File: src/rtl/udp_payload_unpack.sv
// -----------------------------------------------------------------------------
// udp_payload_unpack
//
// Unpacks a UDP payload byte stream into framed 16-bit words for the audio/FIR
// datapath. Payload layout:
//   byte 0      sync (must equal SYNC_BYTE)
//   byte 1      command
//   bytes 2..3  word count N, big-endian
//   bytes 4..   N big-endian 16-bit words
// Every packet ends with exactly one pkt_ok or pkt_err strobe. Words are
// emitted as soon as they are complete, so they are tentative: the consumer
// commits its buffer on pkt_ok and discards it on pkt_err.
//
// Ports:
//   clk, rst_n      clock, asynchronous active-low reset
//   rec_en          rec_data holds a valid payload byte this cycle
//   rec_data        payload byte
//   rec_pkt_done    end of payload (may share a cycle with the last byte)
//   rec_byte_num    payload length, valid with rec_pkt_done
//   word_valid      one-cycle strobe, word_data/word_addr/word_cmd valid
//   word_data       unpacked word {high byte, low byte}
//   word_addr       word index within the packet, from 0
//   word_cmd        command byte of the current packet
//   pkt_ok          one-cycle strobe: packet accepted
//   pkt_err         one-cycle strobe: packet rejected
//   err_code        1 bad sync, 2 illegal word count, 3 length mismatch;
//                   held until the next end of packet
//
// ADDR_W must satisfy 2**ADDR_W >= MAX_WORDS.
// -----------------------------------------------------------------------------
module udp_payload_unpack #(
  parameter logic [7:0] SYNC_BYTE = 8'hA5,
  parameter int         MAX_WORDS = 256,
  parameter int         ADDR_W    = 8
) (
  input  logic              clk,
  input  logic              rst_n,
  input  logic              rec_en,
  input  logic [7:0]        rec_data,
  input  logic              rec_pkt_done,
  input  logic [15:0]       rec_byte_num,
  output logic              word_valid,
  output logic [15:0]       word_data,
  output logic [ADDR_W-1:0] word_addr,
  output logic [7:0]        word_cmd,
  output logic              pkt_ok,
  output logic              pkt_err,
  output logic [1:0]        err_code
);

  typedef enum logic [2:0] {
    S_SYNC,
    S_CMD,
    S_LEN_H,
    S_LEN_L,
    S_DATA_H,
    S_DATA_L,
    S_DISCARD
  } state_t;

  localparam logic [1:0]  ERR_NONE  = 2'd0;
  localparam logic [1:0]  ERR_SYNC  = 2'd1;
  localparam logic [1:0]  ERR_COUNT = 2'd2;
  localparam logic [1:0]  ERR_LEN   = 2'd3;
  localparam logic [16:0] MAX_N     = 17'(MAX_WORDS);

  // Packet-level state
  state_t      state_q,   state_d;
  logic [15:0] len_q,     len_d;
  logic [15:0] idx_q,     idx_d;
  logic [15:0] cnt_q,     cnt_d;
  logic [1:0]  err_q,     err_d;
  logic [7:0]  hi_q,      hi_d;
  logic [7:0]  cmd_q,     cmd_d;

  // Registered outputs
  logic              word_valid_q;
  logic [15:0]       word_data_q;
  logic [ADDR_W-1:0] word_addr_q;
  logic              pkt_ok_q;
  logic              pkt_err_q;
  logic [1:0]        err_code_q;

  // Per-byte results
  logic        emit;
  logic [15:0] n_full;
  logic [16:0] exp_cnt;
  logic [1:0]  eop_code;

  // Next-state for one accepted byte, plus the end-of-packet verdict. The
  // verdict uses the *_d values so a byte arriving together with rec_pkt_done
  // is already counted and decoded.
  always_comb begin
    // NOTE: every signal gets a default before the case so no path leaves it
    // unassigned; otherwise synthesis would infer a latch.
    state_d  = state_q;
    len_d    = len_q;
    idx_d    = idx_q;
    err_d    = err_q;
    hi_d     = hi_q;
    cmd_d    = cmd_q;
    emit     = 1'b0;
    n_full   = {len_q[15:8], rec_data};
    cnt_d    = (rec_en && (cnt_q != 16'hFFFF)) ? cnt_q + 16'd1 : cnt_q;

    if (rec_en) begin
      unique case (state_q)
        S_SYNC: begin
          if (rec_data == SYNC_BYTE) begin
            state_d = S_CMD;
          end else begin
            if (err_q == ERR_NONE) err_d = ERR_SYNC;
            state_d = S_DISCARD;
          end
        end
        S_CMD: begin
          cmd_d   = rec_data;
          state_d = S_LEN_H;
        end
        S_LEN_H: begin
          len_d   = {rec_data, len_q[7:0]};
          state_d = S_LEN_L;
        end
        S_LEN_L: begin
          len_d = n_full;
          if ((n_full == 16'd0) || ({1'b0, n_full} > MAX_N)) begin
            if (err_q == ERR_NONE) err_d = ERR_COUNT;
            state_d = S_DISCARD;
          end else begin
            state_d = S_DATA_H;
          end
        end
        S_DATA_H: begin
          hi_d    = rec_data;
          state_d = S_DATA_L;
        end
        S_DATA_L: begin
          emit    = 1'b1;
          idx_d   = idx_q + 16'd1;
          state_d = (idx_q + 16'd1 == len_q) ? S_DISCARD : S_DATA_H;
        end
        S_DISCARD: begin
          // Entered without a latched error only after the last word, so any
          // byte here is surplus payload.
          if (err_q == ERR_NONE) err_d = ERR_LEN;
        end
        default: state_d = S_SYNC;
      endcase
    end

    exp_cnt = 17'd4 + {len_d, 1'b0};
    if (err_d != ERR_NONE) begin
      eop_code = err_d;
    end else if ((exp_cnt != {1'b0, cnt_d}) || (rec_byte_num != cnt_d)) begin
      eop_code = ERR_LEN;
    end else begin
      eop_code = ERR_NONE;
    end
  end

  // NOTE: sequential state uses non-blocking assignments and an asynchronous
  // active-low reset; only control/output registers are reset here, there is
  // no memory array in this block.
  always_ff @(posedge clk or negedge rst_n) begin
    if (!rst_n) begin
      state_q      <= S_SYNC;
      len_q        <= '0;
      idx_q        <= '0;
      cnt_q        <= '0;
      err_q        <= ERR_NONE;
      hi_q         <= '0;
      cmd_q        <= '0;
      word_valid_q <= 1'b0;
      word_data_q  <= '0;
      word_addr_q  <= '0;
      pkt_ok_q     <= 1'b0;
      pkt_err_q    <= 1'b0;
      err_code_q   <= ERR_NONE;
    end else begin
      hi_q  <= hi_d;
      cmd_q <= cmd_d;

      word_valid_q <= emit;
      if (emit) begin
        word_data_q <= {hi_q, rec_data};
        word_addr_q <= idx_q[ADDR_W-1:0];
      end

      pkt_ok_q  <= rec_pkt_done && (eop_code == ERR_NONE);
      pkt_err_q <= rec_pkt_done && (eop_code != ERR_NONE);

      if (rec_pkt_done) begin
        // End of packet wins over the byte's own transition so the next
        // cycle's byte is decoded as sync.
        err_code_q <= eop_code;
        state_q    <= S_SYNC;
        len_q      <= '0;
        idx_q      <= '0;
        cnt_q      <= '0;
        err_q      <= ERR_NONE;
      end else begin
        state_q <= state_d;
        len_q   <= len_d;
        idx_q   <= idx_d;
        cnt_q   <= cnt_d;
        err_q   <= err_d;
      end
    end
  end

  assign word_valid = word_valid_q;
  assign word_data  = word_data_q;
  assign word_addr  = word_addr_q;
  assign word_cmd   = cmd_q;
  assign pkt_ok     = pkt_ok_q;
  assign pkt_err    = pkt_err_q;
  assign err_code   = err_code_q;

endmodule

File: config.mk
export PLATFORM = sky130hd
export DESIGN_NAME = udp_payload_unpack
export DESIGN_NICKNAME = d
export VERILOG_FILES = /design/src/rtl/udp_payload_unpack.sv
export SDC_FILE = /design/constraint.sdc
export NUM_CORES = 1
export LEC_CHECK = 0
export CORE_ASPECT_RATIO = 0.75
export CORE_MARGIN = 3
export CORE_UTILIZATION = 57
export CTS_CLUSTER_DIAMETER = 80
export DETAILED_ROUTE_END_ITERATION = 8
export GPL_ROUTABILITY_DRIVEN = 1
export GPL_TIMING_DRIVEN = 0
export PLACE_DENSITY = 0.87
export SLEW_MARGIN = 10
export SYNTH_ARGS = -nofsm -noshare
export SYNTH_HDL_FRONTEND = slang
export SYNTH_SLANG_ARGS = --single-unit
File: constraint.sdc
create_clock -name clk -period 4.15 [get_ports clk]
set_input_delay 1.0375 -clock clk [delete_from_list [all_inputs] [get_ports clk]]
set_output_delay 1.0375 -clock clk [all_outputs]
set_load 0.005 [all_outputs]
======== Yosys cells after proc, flatten, opt, wreduce, memory -nomap -nowiden ========
Index checks and enable logic that the tools add are counted.
storage, ports and cells
  word-level logic and storage cells ...... 72
  ROM bits ................................ 0
  bits of input ports ..................... 28
  latch bits .............................. 0
  flip-flop bits (word level) ............. 98
  output and inout bits ................... 37
  memories ................................ 0
  bits in writable memories ............... 0
operators by class
  shift-type cells ........................ 0
  muxes and demuxes ....................... 26
  multipliers ............................. 0
  order comparisons ....................... 1
  div/mod/pow operators ................... 0
  add/sub/neg operators ................... 3
  reductions and logical operators ........ 17
  bitwise gates (word level) .............. 0
  eq/ne operators ......................... 12
operators by type and width
  operator               count
  $mux 16                7
  $add 16x1->16 const B  2
  $pmux 16 s2            1
  $mux 2                 11
  $pmux 3 s7             1
  $add 3x17->17 const A  1
  $ne 17x16->1           1
  $eq 16x16->1           1
  $gt 16x9->1 const B    1
  $logic_not 16->1       1
  $ne 16x16->1           1
  $ne 16x16->1 const B   1
  $eq 3x3->1 const B     3
  $mux 3                 3
  $eq 8x8->1 const B     1
  $reduce_and 2->1       4
  $reduce_bool 2->1      4
  $eq 3x2->1 const B     2
  $pmux 2 s3             1
  $logic_not 2->1        2
  $eq 3x1->1 const B     1
  $logic_and 1x1->1      3
  $logic_not 3->1        1
  $logic_or 1x1->1       2
  other kinds (2)        3

======== Logic depth before layout (Yosys ltp) ========
Gate-level depths: netlist (run 1).
  depth in word-level cells ............... 10
  depth in mapped cells ................... 16

======== Worst setup path before layout (run 1) ========
OpenSTA, ideal clock, no wires.
  kind .................................... input -> register
  start point ............................. input rec_en
  end point ............................... register pkt_err_q (netlist: pkt_err)
  buffers on the path ..................... 4
  arrival ................................. 3.738 ns
  library setup time ...................... 0.119 ns
  slack ................................... 0.293 ns
  stages .................................. 15
  required time ........................... 4.031 ns
  cells stage by stage .................... buf_2 > and4b_1 > buf_6 > buf_6 > nand2_1 > nand2_1 > ha_1 > clkbuf_1 > xor2_2 > mux2i_1 > mux2_2 > nor4_2 > nand4_1 > or4b_1 > o21a_1
between the ends
  longest elaborated chain between the ends .. 8
RTL lines
  item                                                 line      source
  start, declared                                      38        input logic rec_en,
  $mux 16 / $logic_and 1x1->1 (equally long branches)  106, 104
  $add 3x17->17 / $mux 16 (equally long branches)      151, 104
  $ne 17x16->1 / $ne 16x16->1 (equally long branches)  154       end else if ((exp_cnt != {1'b0, cnt_d}) || (rec_byte_num != cnt_d)) begin
  $logic_or 1x1->1                                     154
  $mux 2                                               154
  $mux 2 *                                             152       if (err_d != ERR_NONE) begin
  $reduce_bool 2->1 *                                  190       pkt_err_q <= rec_pkt_done && (eop_code != ERR_NONE);
  $logic_and 1x1->1 *                                  190
  end signal, assigned                                 190
  end, declared                                        81        logic pkt_err_q;
Mark *: on every way between the ends. The rest lies on a longest branch, timed or not.
A chain may end at the register's enable or synchronous reset.

======== Worst setup path after layout (run 1) ========
  start point ............................. input rec_data[7]
  end point ............................... register pkt_err_q (netlist: pkt_err)
between the ends
  longest elaborated chain between the ends .. 9
RTL lines
  item                                                line      source
  start, declared                                     39        input logic [7:0] rec_data,
  $pmux 16 s2, or another cell as far along           107       unique case (state_q)
  $mux 16 / $logic_or 1x1->1 (equally long branches)  106, 126
  $add 3x17->17 / $mux 2 (equally long branches)      151, 126
  $ne 17x16->1 / $pmux 2 s3 (equally long branches)   154, 107
  $logic_or 1x1->1 / $mux 2 (equally long branches)   154, 106
  $mux 2 / $reduce_bool 2->1 (equally long branches)  154, 152
  $mux 2 *                                            152
  $reduce_bool 2->1 *                                 190
  $logic_and 1x1->1 *                                 190
Marked as above.

==> results of run 1 <==
[cell usage in the layout (no fill, tap or decap), types with 5 or more instances in the layout]
cell	synthesis	final
and2_1	7	7
a211oi_1	7	6
clkdlybuf4s50_1	0	58
clkbuf_1	22	18
buf_2	5	5
nand2_1	120	120
a21oi_1	24	24
dfrtp_1	98	98
nor2_1	69	69
nor4_1	7	7
or3_1	7	7
inv_1	7	7
nand3_1	26	26
and3_1	8	8
nor3_1	10	10
o21ai_0	10	10
xnor2_1	42	42
mux2i_1	27	27
xor2_1	22	22
clkbuf_16	0	9
nand4_1	11	11
mux2_2	20	20
[cell type report]
cell class,instances,area share [%]
Sequential cell,98,35.8
Inverter,8,0.439
Buffer,32,2.29
Tap cell,132,2.41
Clock inverter,7,0.896
Clock buffer,9,3.29
Timing Repair Buffer,61,9.11
Multi-Input combinational cell,491,45.7
[sequential cells by signal (all words and copies together), names as in the netlist]
name / count
cnt_q: 16
err_code: 2
err_q: 2
hi_q: 8
idx_q: 16
len_q: 16
pkt_err: 1
pkt_ok: 1
state_q: 3
word_addr: 8
word_cmd: 8
word_data: 16
word_valid: 1
[cell families (layout without fill, tap and decap cells)]
group                    Yosys count  count (layout)  synth area share (%)
AND/OR/NAND/NOR                  296             296                  24.7
flip-flops                        98              98                  42.7
AO/OA/AOI/OAI                     76              76                  8.71
XOR/XNOR                          66              66                  10.3
multiplexers                      50              50                  9.65
buffers and inverters             41             117                  3.25
adder cells (fa/ha/maj)            3               3                 0.654
[synth_stat cells (5+ instances only)]
master	count	area share (%)
nand3_1	26	2.3
nand2_1	120	7.8
xor2_1	22	3.4
clkbuf_1	22	1.4
nor4_1	7	0.76
xnor2_1	42	6.4
mux2i_1	27	4.7
mux2_2	20	3.9
dfrtp_1	98	43
o21ai_0	10	0.87
a211oi_1	7	0.92
nand4_1	11	1.2
or3_1	7	0.76
nor3_1	10	0.87
a21oi_1	24	2.1
and3_1	8	0.87
nor2_1	69	4.5
and2_1	7	0.76
buf_2	5	0.44
inv_1	7	0.46
[critical path, cell delays in order]
cell             delay, ps
clkdlybuf4s50_1        720
nand2_1                150
mux2i_4                290
o211ai_2               190
o21a_1                 240
o41ai_1                450
nand4_1                270
or4b_1                 630
o21a_1                 210
[worst paths after layout]
check | start | endpoint | depth (start not counted)
worst min register to register | hi_q[1] | word_data[9] | 2
max in group asynchronous | rst_n | cnt_q[14] | 2
worst max register to register | cnt_q[5] | pkt_err | 9
worst max-delay path | rec_data[7] | pkt_err | 9
worst min-delay path | hi_q[1] | word_data[9] | 2
min in group asynchronous | rst_n | word_data[11] | 1
[metrics by stage]
step / setup WS [ps] / setup TNS (ps)
after floorplan: 293 / 0
after global placement: -1510 / -148400
after detailed placement: -588 / -1620
after CTS: 93.0 / 0
after global routing: 52.9 / 0
final: 202 / 0
[what timing repair did]
action,4_1_cts,5_1_grt
gates resized for setup,2,6
hold buffers,0,0
gates cloned,0,0
endpoints found under the setup margin,2,2
pin swaps,0,0
[layer usage]
layer	up-vias	track usage (%)	routed length, µm
li1	2329	-	-
met3	27	6.23	1400
met1	2483	40.5	6780
met4	0	8.49	282
met2	259	44.6	7100
met5	-	0	0
[power by group through the flow]
stage	clock network, mW	logic [mW]	registers (mW)
after global routing	0.850	0.672	1.23
after global placement	0	0.585	1.22
after detailed placement	0	0.613	1.23
after CTS	0.817	0.619	1.21
after floorplan	0	0.251	1.22
final	0.810	0.619	1.21
==> run_results.csv, run 1 <==
group,metric,value,unit
status,status,"complete, no violations",
layout,layout.nets,732,
clock_network,numCtsBuffers,9,
layout,layout-drive-gt1-share,9.77,%
pwr,clockPowerShare,30.6,%
timing,finalHoldViolations,0,
pwr,p_switching,751,µW
floorplan,initial_core_util,59.0,%
worst_setup_path,reg2reg_slack,500,ps
detailed_routing,drt_iter0_drc,624,
worst_setup_path,cp.arrival,4190,ps
synth,syn_avg_cell_area,9.12,µm²
clock_network,clk_pin_slew,70,ps
worst_setup_path,critPathKind,"input pin to register",
synth,synthesis.area,5740,µm²
clock_network,root_buffer,"clkbuf_16",
detailed_routing,first_pass_iters,5,
timing,rsz0062_at_grt,"false",
layout,seqCellArea,2450,µm²
timing,setup-violations-final,0,
synth,synth-main-ff-cell,"dfrtp_1",
worst_setup_path,end_kind,"register",
floorplan,die_area,11300,µm²
floorplan,core.rowCount,31,
pwr,p_seq_share,45.9,%
synth,synth-edff-count,0,
pwr,total_power,2.64,mW
placed_design,dpl_cell_area,6540,µm²
synth,syn_nets,661,
grt,grt-ovfl-total,0,
floorplan,io_pins,65,
worst_setup_path,start_kind,"input pin",
pwr,intPower,1.89,mW
grt,antenna_found_initial,0,
synth,yosysSeqAreaShare,42.7,%
timing,fmax,253,MHz
detailed_routing,wire_per_inst,18.6,µm
timing,drv_slew,0,
floorplan,core,9740,µm²
detailed_routing,num_vias,5098,
pwr,p_comb_share,23.4,%
clock_network,insertion_delay,360,ps
timing,tightestPinTransition,718,ps
timing,fin_worst_skew,11.2,ps
clock_network,postCtsSetupBuffers,0,
grt,grt_pass1_wl,25300,µm
floorplan,die_x,122,µm
pwr,power.density,386,nW/µm²
detailed_routing,drt_wl_total,15600,µm
pwr,swShare,28.4,%
pwr,p_leak,2.85,nW
job,maxCapViolCount,0,
timing,post-route-min-period,3950,ps
grt,grtUsageTotal,28.7,%
worst_setup_path,cp_data_required_time,4390,ps
synth,syn_inst,630,
grt,grt_pass1_vias,4902,
timing,relSlewSlack,52.0,%
synth,synth_seq_cells,98,
synth,yosysUniqueCellTypes,66,
min_path,hold_class,"register to register",
synth,synthArstFlopShare,100,%
pwr,vdd_drop_max,238,µV
timing,period_share,95.1,%
worst_setup_path,crit_fanout,8,
layout,fin_cells,838,
clock_network,clock_path_buffers,2,
placed_design,gp_congestion,0.940,
placed_design,dp.cells,823,
clock_network,cts_tree,"built",
layout,fin_util,70.3,%
layout,n_fill_cell,727,
detailed_routing,vias_per_cell,6.08,
grt,grt_max_degree,60,
layout,synthToLayoutAreaGrowth,19.1,%
detailed_routing,drc_errors,0,
clock_network,cts_max_level,3,
layout,num_antenna_cells,0,
layout,multiInputGateArea,3130,µm²
detailed_routing,ant_nets,0,
timing,whs,477,ps
clock_network,clock_sinks,98,
placed_design,portBuffers,59,
placed_design,place_hpwl,11300,µm
synth,yosys_warnings,0,
floorplan,die_y,92.9,µm
layout,fin_area,6840,µm²
No activity file was read; power rests on OpenSTA's default activity.
==> run 2: changes to the inputs <==
MAX_ROUTING_LAYER = met4   (was unset)
==> run 2 against run 1 <==
  * Fmax is 0.14% higher
  * Critical path type unchanged
  * Flip-flop and latch count stayed put
  * Critical endpoint unchanged
  * Via count is 1.1% higher
  * First-iteration DRC count is 17% lower
  * Worst hold slack worse by 5.3 ps
  * Largest power group unchanged
  * Count of clock-buffer cells in the layout stayed put
  * Power is 6.8% higher
  * Non-clock buffer count stayed put
  * Routed wire length is 1.6% higher
==> run_results.csv, run 2 (synthesized netlist as in run 1, its figures left out) <==
group,metric,value,unit
status,status,"complete, no violations",
detailed_routing,drt_iter0_drc,518,
layout,seqCellArea,2450,µm²
detailed_routing,ant_nets,0,
worst_setup_path,r2r-start,"cnt_q[12]",
min_path,hold_start,"hi_q[6]",
timing,period_share,95.0,%
worst_setup_path,cp_cell_sequence,"clkdlybuf4s50_1, nand2_1, mux2i_4, o211ai_2, o21a_1, o41ai_2, nand4_1, or4b_1, o21a_1",
job,maxCapViolCount,0,
grt,grt-ovfl-total,0,
placed_design,dp.cells,823,
worst_setup_path,end_kind,"register",
min_path,hold_class,"register to register",
timing,post-route-min-period,3940,ps
clock_network,hold_buffers,0,
placed_design,gp_congestion,0.963,
clock_network,root_buffer,"clkbuf_16",
timing,setup-violations-final,0,
timing,fin_ws,208,ps
layout,mostFrequentLayoutCell,"nand2_1",
worst_setup_path,ff2ff_path_depth,9,
clock_network,numCtsBuffers,9,
clock_network,postCtsSetupBuffers,0,
pwr,power.density,409,nW/µm²
detailed_routing,first_pass_iters,5,
floorplan,die_x,122,µm
clock_network,clock_sinks,98,
placed_design,dpl_cell_area,6530,µm²
worst_setup_path,slowest_delay,720,ps
grt,grtUsageTotal,29.6,%
clock_network,cts_max_level,3,
floorplan,core.rowCount,31,
worst_setup_path,crit_path_top_delay_cell,"clkdlybuf4s50_1",
clock_network,clock_path_buffers,2,
worst_setup_path,cp.arrival,4190,ps
layout,fin_util,70.9,%
pwr,vdd_drop_max,290,µV
timing,relSlewSlack,46.6,%
grt,antenna_found_initial,0,
layout,layout-drive-gt1-share,10.1,%
detailed_routing,vias_per_cell,6.15,
worst_setup_path,timing.rr.end,"pkt_err",
min_path,hold_depth,2,
worst_setup_path,reg2reg_slack,480,ps
clock_network,insertion_delay,350,ps
floorplan,die_area,11300,µm²
timing,whs,472,ps
layout,fin_area,6910,µm²
worst_setup_path,crit_fanout,8,
timing,rsz0062_at_grt,"false",
grt,grt_max_degree,64,
layout,fin_cells,838,
worst_setup_path,critPathKind,"input pin to register",
floorplan,initial_core_util,59.0,%
clock_network,clk_pin_slew,70,ps
clock_network,cts_tree,"built",
floorplan,die_y,92.9,µm
layout,num_antenna_cells,0,
detailed_routing,num_vias,5155,
layout,final_cell_mix,"nand2_1, dfrtp_1, nor2_1, clkdlybuf4s50_1, xnor2_1",
layout,n_fill_cell,680,
detailed_routing,drc_errors,0,
timing,drv_slew,0,
placed_design,place_hpwl,11100,µm
detailed_routing,drt_wl_total,15800,µm
worst_setup_path,start_kind,"input pin",
layout,layout.nets,732,
worst_setup_path,crit_path_frequent_cell,"o21a_1",
worst_setup_path,cpLargestDelayFamily,"simple AND/OR/NAND/NOR gates",
timing,finalHoldViolations,0,
floorplan,core,9740,µm²
layout,multiInputGateArea,3140,µm²
worst_setup_path,crit_cells,9,
timing,fmax,254,MHz
placed_design,post-place-ws,-546,ps
placed_design,portBuffers,59,
worst_setup_path,cp_num_buf_inv,1,
timing,fin_worst_skew,7.88,ps
layout,synthToLayoutAreaGrowth,20.3,%
worst_setup_path,cp_data_required_time,4390,ps
detailed_routing,wire_per_inst,18.9,µm
grt,grt_pass1_vias,5032,
min_path,hold_end,"word_data[14]",
floorplan,io_pins,65,
timing,tightestPinTransition,802,ps
pwr,p_leak,2.87,nW
grt,grt_pass1_wl,25400,µm
==> run 2: worst reg2reg max path, cell delays in order, from the launching register on <==
cell	delay, ps
dfrtp_1	500
nand2_1	220
or4_1	580
o21ai_0	470
mux2i_1	290
o2111ai_1	140
nor4_1	480
nand4_1	130
or4b_1	550
o21a_1	210
==> run 2: through the flow <==
step	setup TNS, ps	total power [mW]
finish	0	2.82
global route	0	2.94
CTS	0	2.83
detailed placement	-1440	1.84
global placement	-147000	1.80
floorplan	0	1.47
==> run 2: area by class of cell <==
class	count	share of cell area [%]
inverter	8	0.435
tap	132	2.39
buffer	32	2.26
timing repair buffer	61	8.91
clock buffer	9	3.26
multi-input combinational	491	45.4
clock inverter	7	1.79
sequential	98	35.5
==> run 2: worst max path at each step <==
| stage | startpoint | to | slack (ps) |
|---|---|---|---|
| floorplan | rec_en | pkt_err | 290 |
| global placement | rst_n | idx_q[13] | -1490 |
| detailed placement | rec_data[2] | pkt_err | -550 |
| CTS | rec_en | pkt_err | 70 |
| global route | rec_data[4] | pkt_err | 40 |
| finish | rec_data[7] | pkt_err | 210 |
==> run 2: routing by layer <==
| layer | track usage [%] | share of wire (%) | vias to the layer above | routed length (µm) |
|---|---|---|---|---|
| met2 | 45.3 | 47 | 240 | 7380 |
| met3 | 7.69 | 8.9 | 29 | 1410 |
| met4 | 8.02 | 1.5 | 0 | 244 |
| met1 | 39.5 | 43 | 2562 | 6780 |
| li1 | - | - | 2324 | - |
| met5 | - | 0 | - | 0 |
==> run 2: power breakdown <==
| group | internal [mW] | switching (mW) |
|---|---|---|
| Clock | 0.595 | 0.386 |
| Combinational | 0.358 | 0.270 |
| Sequential | 1.12 | 0.0994 |
==> run 2: timing repair <==
item / 4_1_cts / 5_1_grt
gates resized for setup: 1 / 9
endpoints found under the hold margin: 0 / 0
setup endpoints to repair: 2 / 2
==> run 3: changes to the inputs <==
CELL_PAD_IN_SITES_DETAIL_PLACEMENT = 0   (was unset)
CELL_PAD_IN_SITES_GLOBAL_PLACEMENT = 1   (was unset)
CORE_UTILIZATION = 39   (was 57)
PLACE_DENSITY = 0.82   (was 0.87)
clock period = 3.47 ns   (was 4.15 ns; I/O delays follow)
==> run 3 against run 2 <==
  * Clock skew up 4.7 ps
  * Sequential power increased by 20%
  * Final area up 4.6%
  * Critical path type unchanged
  * First-iteration DRC count rose by 0.58%
  * Highest routed layer unchanged
  * Largest power group unchanged
==> run_results.csv, run 3 (synthesized netlist as in run 1, its figures left out) <==
group,metric,value,unit
worst_setup_path,cp_data_required_time,3710,ps
detailed_routing,num_vias,4985,
timing,fin_worst_skew,12.5,ps
pwr,swShare,29.0,%
worst_setup_path,timing.rr.end,"pkt_err",
layout,synthToLayoutAreaGrowth,25.8,%
grt,grt_max_degree,54,
clock_network,insertion_delay,360,ps
layout,fin_area,7220,µm²
detailed_routing,wl_met1,7770,µm
layout,mostFrequentLayoutCell,"nand2_1",
clock_network,clock_sinks,98,
detailed_routing,top_layer,"met4",
layout,num_antenna_cells,0,
grt,grt-ovfl-total,0,
worst_setup_path,start_kind,"input pin",
worst_setup_path,ff2ff_path_depth,9,
clock_network,cts_tree,"built",
timing,fin_ws,55.7,ps
pwr,p_leak,2.98,nW
clock_network,hold_buffers,0,
pwr,p_seq_share,44.9,%
min_path,hold_class,"input pin to async pin",
clock_network,cts_max_level,3,
pwr,total_power,3.22,mW
worst_setup_path,reg2reg_slack,150,ps
placed_design,portBuffers,59,
pwr,power.density,446,nW/µm²
grt,antenna_found_initial,0,
detailed_routing,vias_per_cell,5.46,
floorplan,die_x,146,µm
floorplan,io_pins,65,
timing,tightestPinTransition,780,ps
timing,setup-violations-final,0,
floorplan,die_area,16200,µm²
layout,layout.nets,744,
floorplan,die_y,111,µm
layout,final_cell_mix,"nand2_1, dfrtp_1, nor2_1, clkdlybuf4s50_1, xnor2_1",
grt,grt_pass1_vias,4884,
status,status,"complete, no violations",
floorplan,core,14100,µm²
grt,grtUsageTotal,20.4,%
detailed_routing,drc_errors,0,
timing,post-route-min-period,3410,ps
floorplan,core.rowCount,37,
pwr,intPower,2.29,mW
detailed_routing,drt_iter0_drc,521,
placed_design,post-place-ws,-1050,ps
worst_setup_path,end_kind,"register",
detailed_routing,wl_met2,7280,µm
clock_network,root_buffer,"clkbuf_16",
clock_network,clk_pin_slew,80,ps
timing,whs,445,ps
pwr,p_switching,933,µW
pwr,vdd_drop_max,252,µV
timing,fmax,293,MHz
worst_setup_path,crit_fanout,10,
placed_design,gp_congestion,0.960,
grt,grt_pass1_wl,25900,µm
layout,fin_util,51.3,%
timing,relSlewSlack,47.8,%
worst_setup_path,r2r-start,"cnt_q[7]",
pwr,clockPowerShare,31.8,%
placed_design,place_hpwl,11900,µm
worst_setup_path,cp.arrival,3660,ps
detailed_routing,wl_met3,1060,µm
detailed_routing,wire_per_inst,17.9,µm
pwr,p_comb_share,23.2,%
timing,drv_slew,0,
layout,layout-drive-gt1-share,14.2,%
detailed_routing,first_pass_iters,5,
placed_design,dpl_cell_area,6640,µm²
job,maxCapViolCount,0,
detailed_routing,ant_nets,0,
clock_network,clock_path_buffers,2,
worst_setup_path,critPathKind,"input pin to register",
timing,finalHoldViolations,0,
detailed_routing,drt_wl_total,16300,µm
floorplan,initial_core_util,40.8,%
timing,period_share,98.4,%
clock_network,numCtsBuffers,9,
[run 3: stage by stage]
stage,std cells,TNS [ps]
floorplan,630,0
global placement,884,-240780
detailed placement,886,-3550
CTS,912,0
global route,913,-10.1
finish,913,0
[run 3: timing repair]
| item | in CTS | in global routing |
|---|---|---|
| setup buffers | 10 | 1 |
| setup endpoints to repair | 4 | 4 |
| gates resized for setup | 19 | 32 |
| pin swaps | 8 | 11 |
[run 3: layout make-up]
cell class | instances | area [µm²]
multi-input combinational | 491 | 3270
clock buffer | 9 | 225
clock inverter | 7 | 81.3
sequential | 98 | 2450
fill | 1314 | 6850
inverter | 8 | 30.0
timing repair buffer | 72 | 709
buffer | 33 | 205
tap | 195 | 244
[run 3: how the worst max path moves through the flow]
stage                     cells past startpoint             to         from  slack (ps)
after detailed placement                     14        pkt_err  rec_data[2]       -1050
after CTS                                    14        pkt_err  rec_data[2]           5
after floorplan                              15        pkt_err       rec_en           5
after global placement                        1  word_data[12]        rst_n       -2400
after global routing                          9        pkt_err  rec_data[3]         -10
final                                        11        pkt_err  rec_data[4]          60
[run 3: power by group through the flow]
stage | Combinational, mW | Clock (mW) | Sequential (mW)
6_report | 0.748 | 1.02 | 1.45
5_1_grt | 0.810 | 1.10 | 1.48
4_1_cts | 0.752 | 1.05 | 1.45
3_5_place_dp | 0.741 | 0 | 1.47
3_3_place_gp | 0.717 | 0 | 1.46
2_1_floorplan | 0.300 | 0 | 1.46
[run 3: metal layers]
metal	vias up	global-route usage, %
li1	2355	-
met1	2433	29.5
met2	177	30.1
met3	20	3.60
met4	0	4.57
met5	-	-
[run 3: critical path, stage by stage]
cell and delay, ps:
clkdlybuf4s50_1 470, clkbuf_4 220, nand3_1 150, mux2i_4 250
nand3b_1 130, xor2_1 230, xnor2_1 110, nor4_2 260
nand4_1 210, or4b_4 550, o21a_1 200
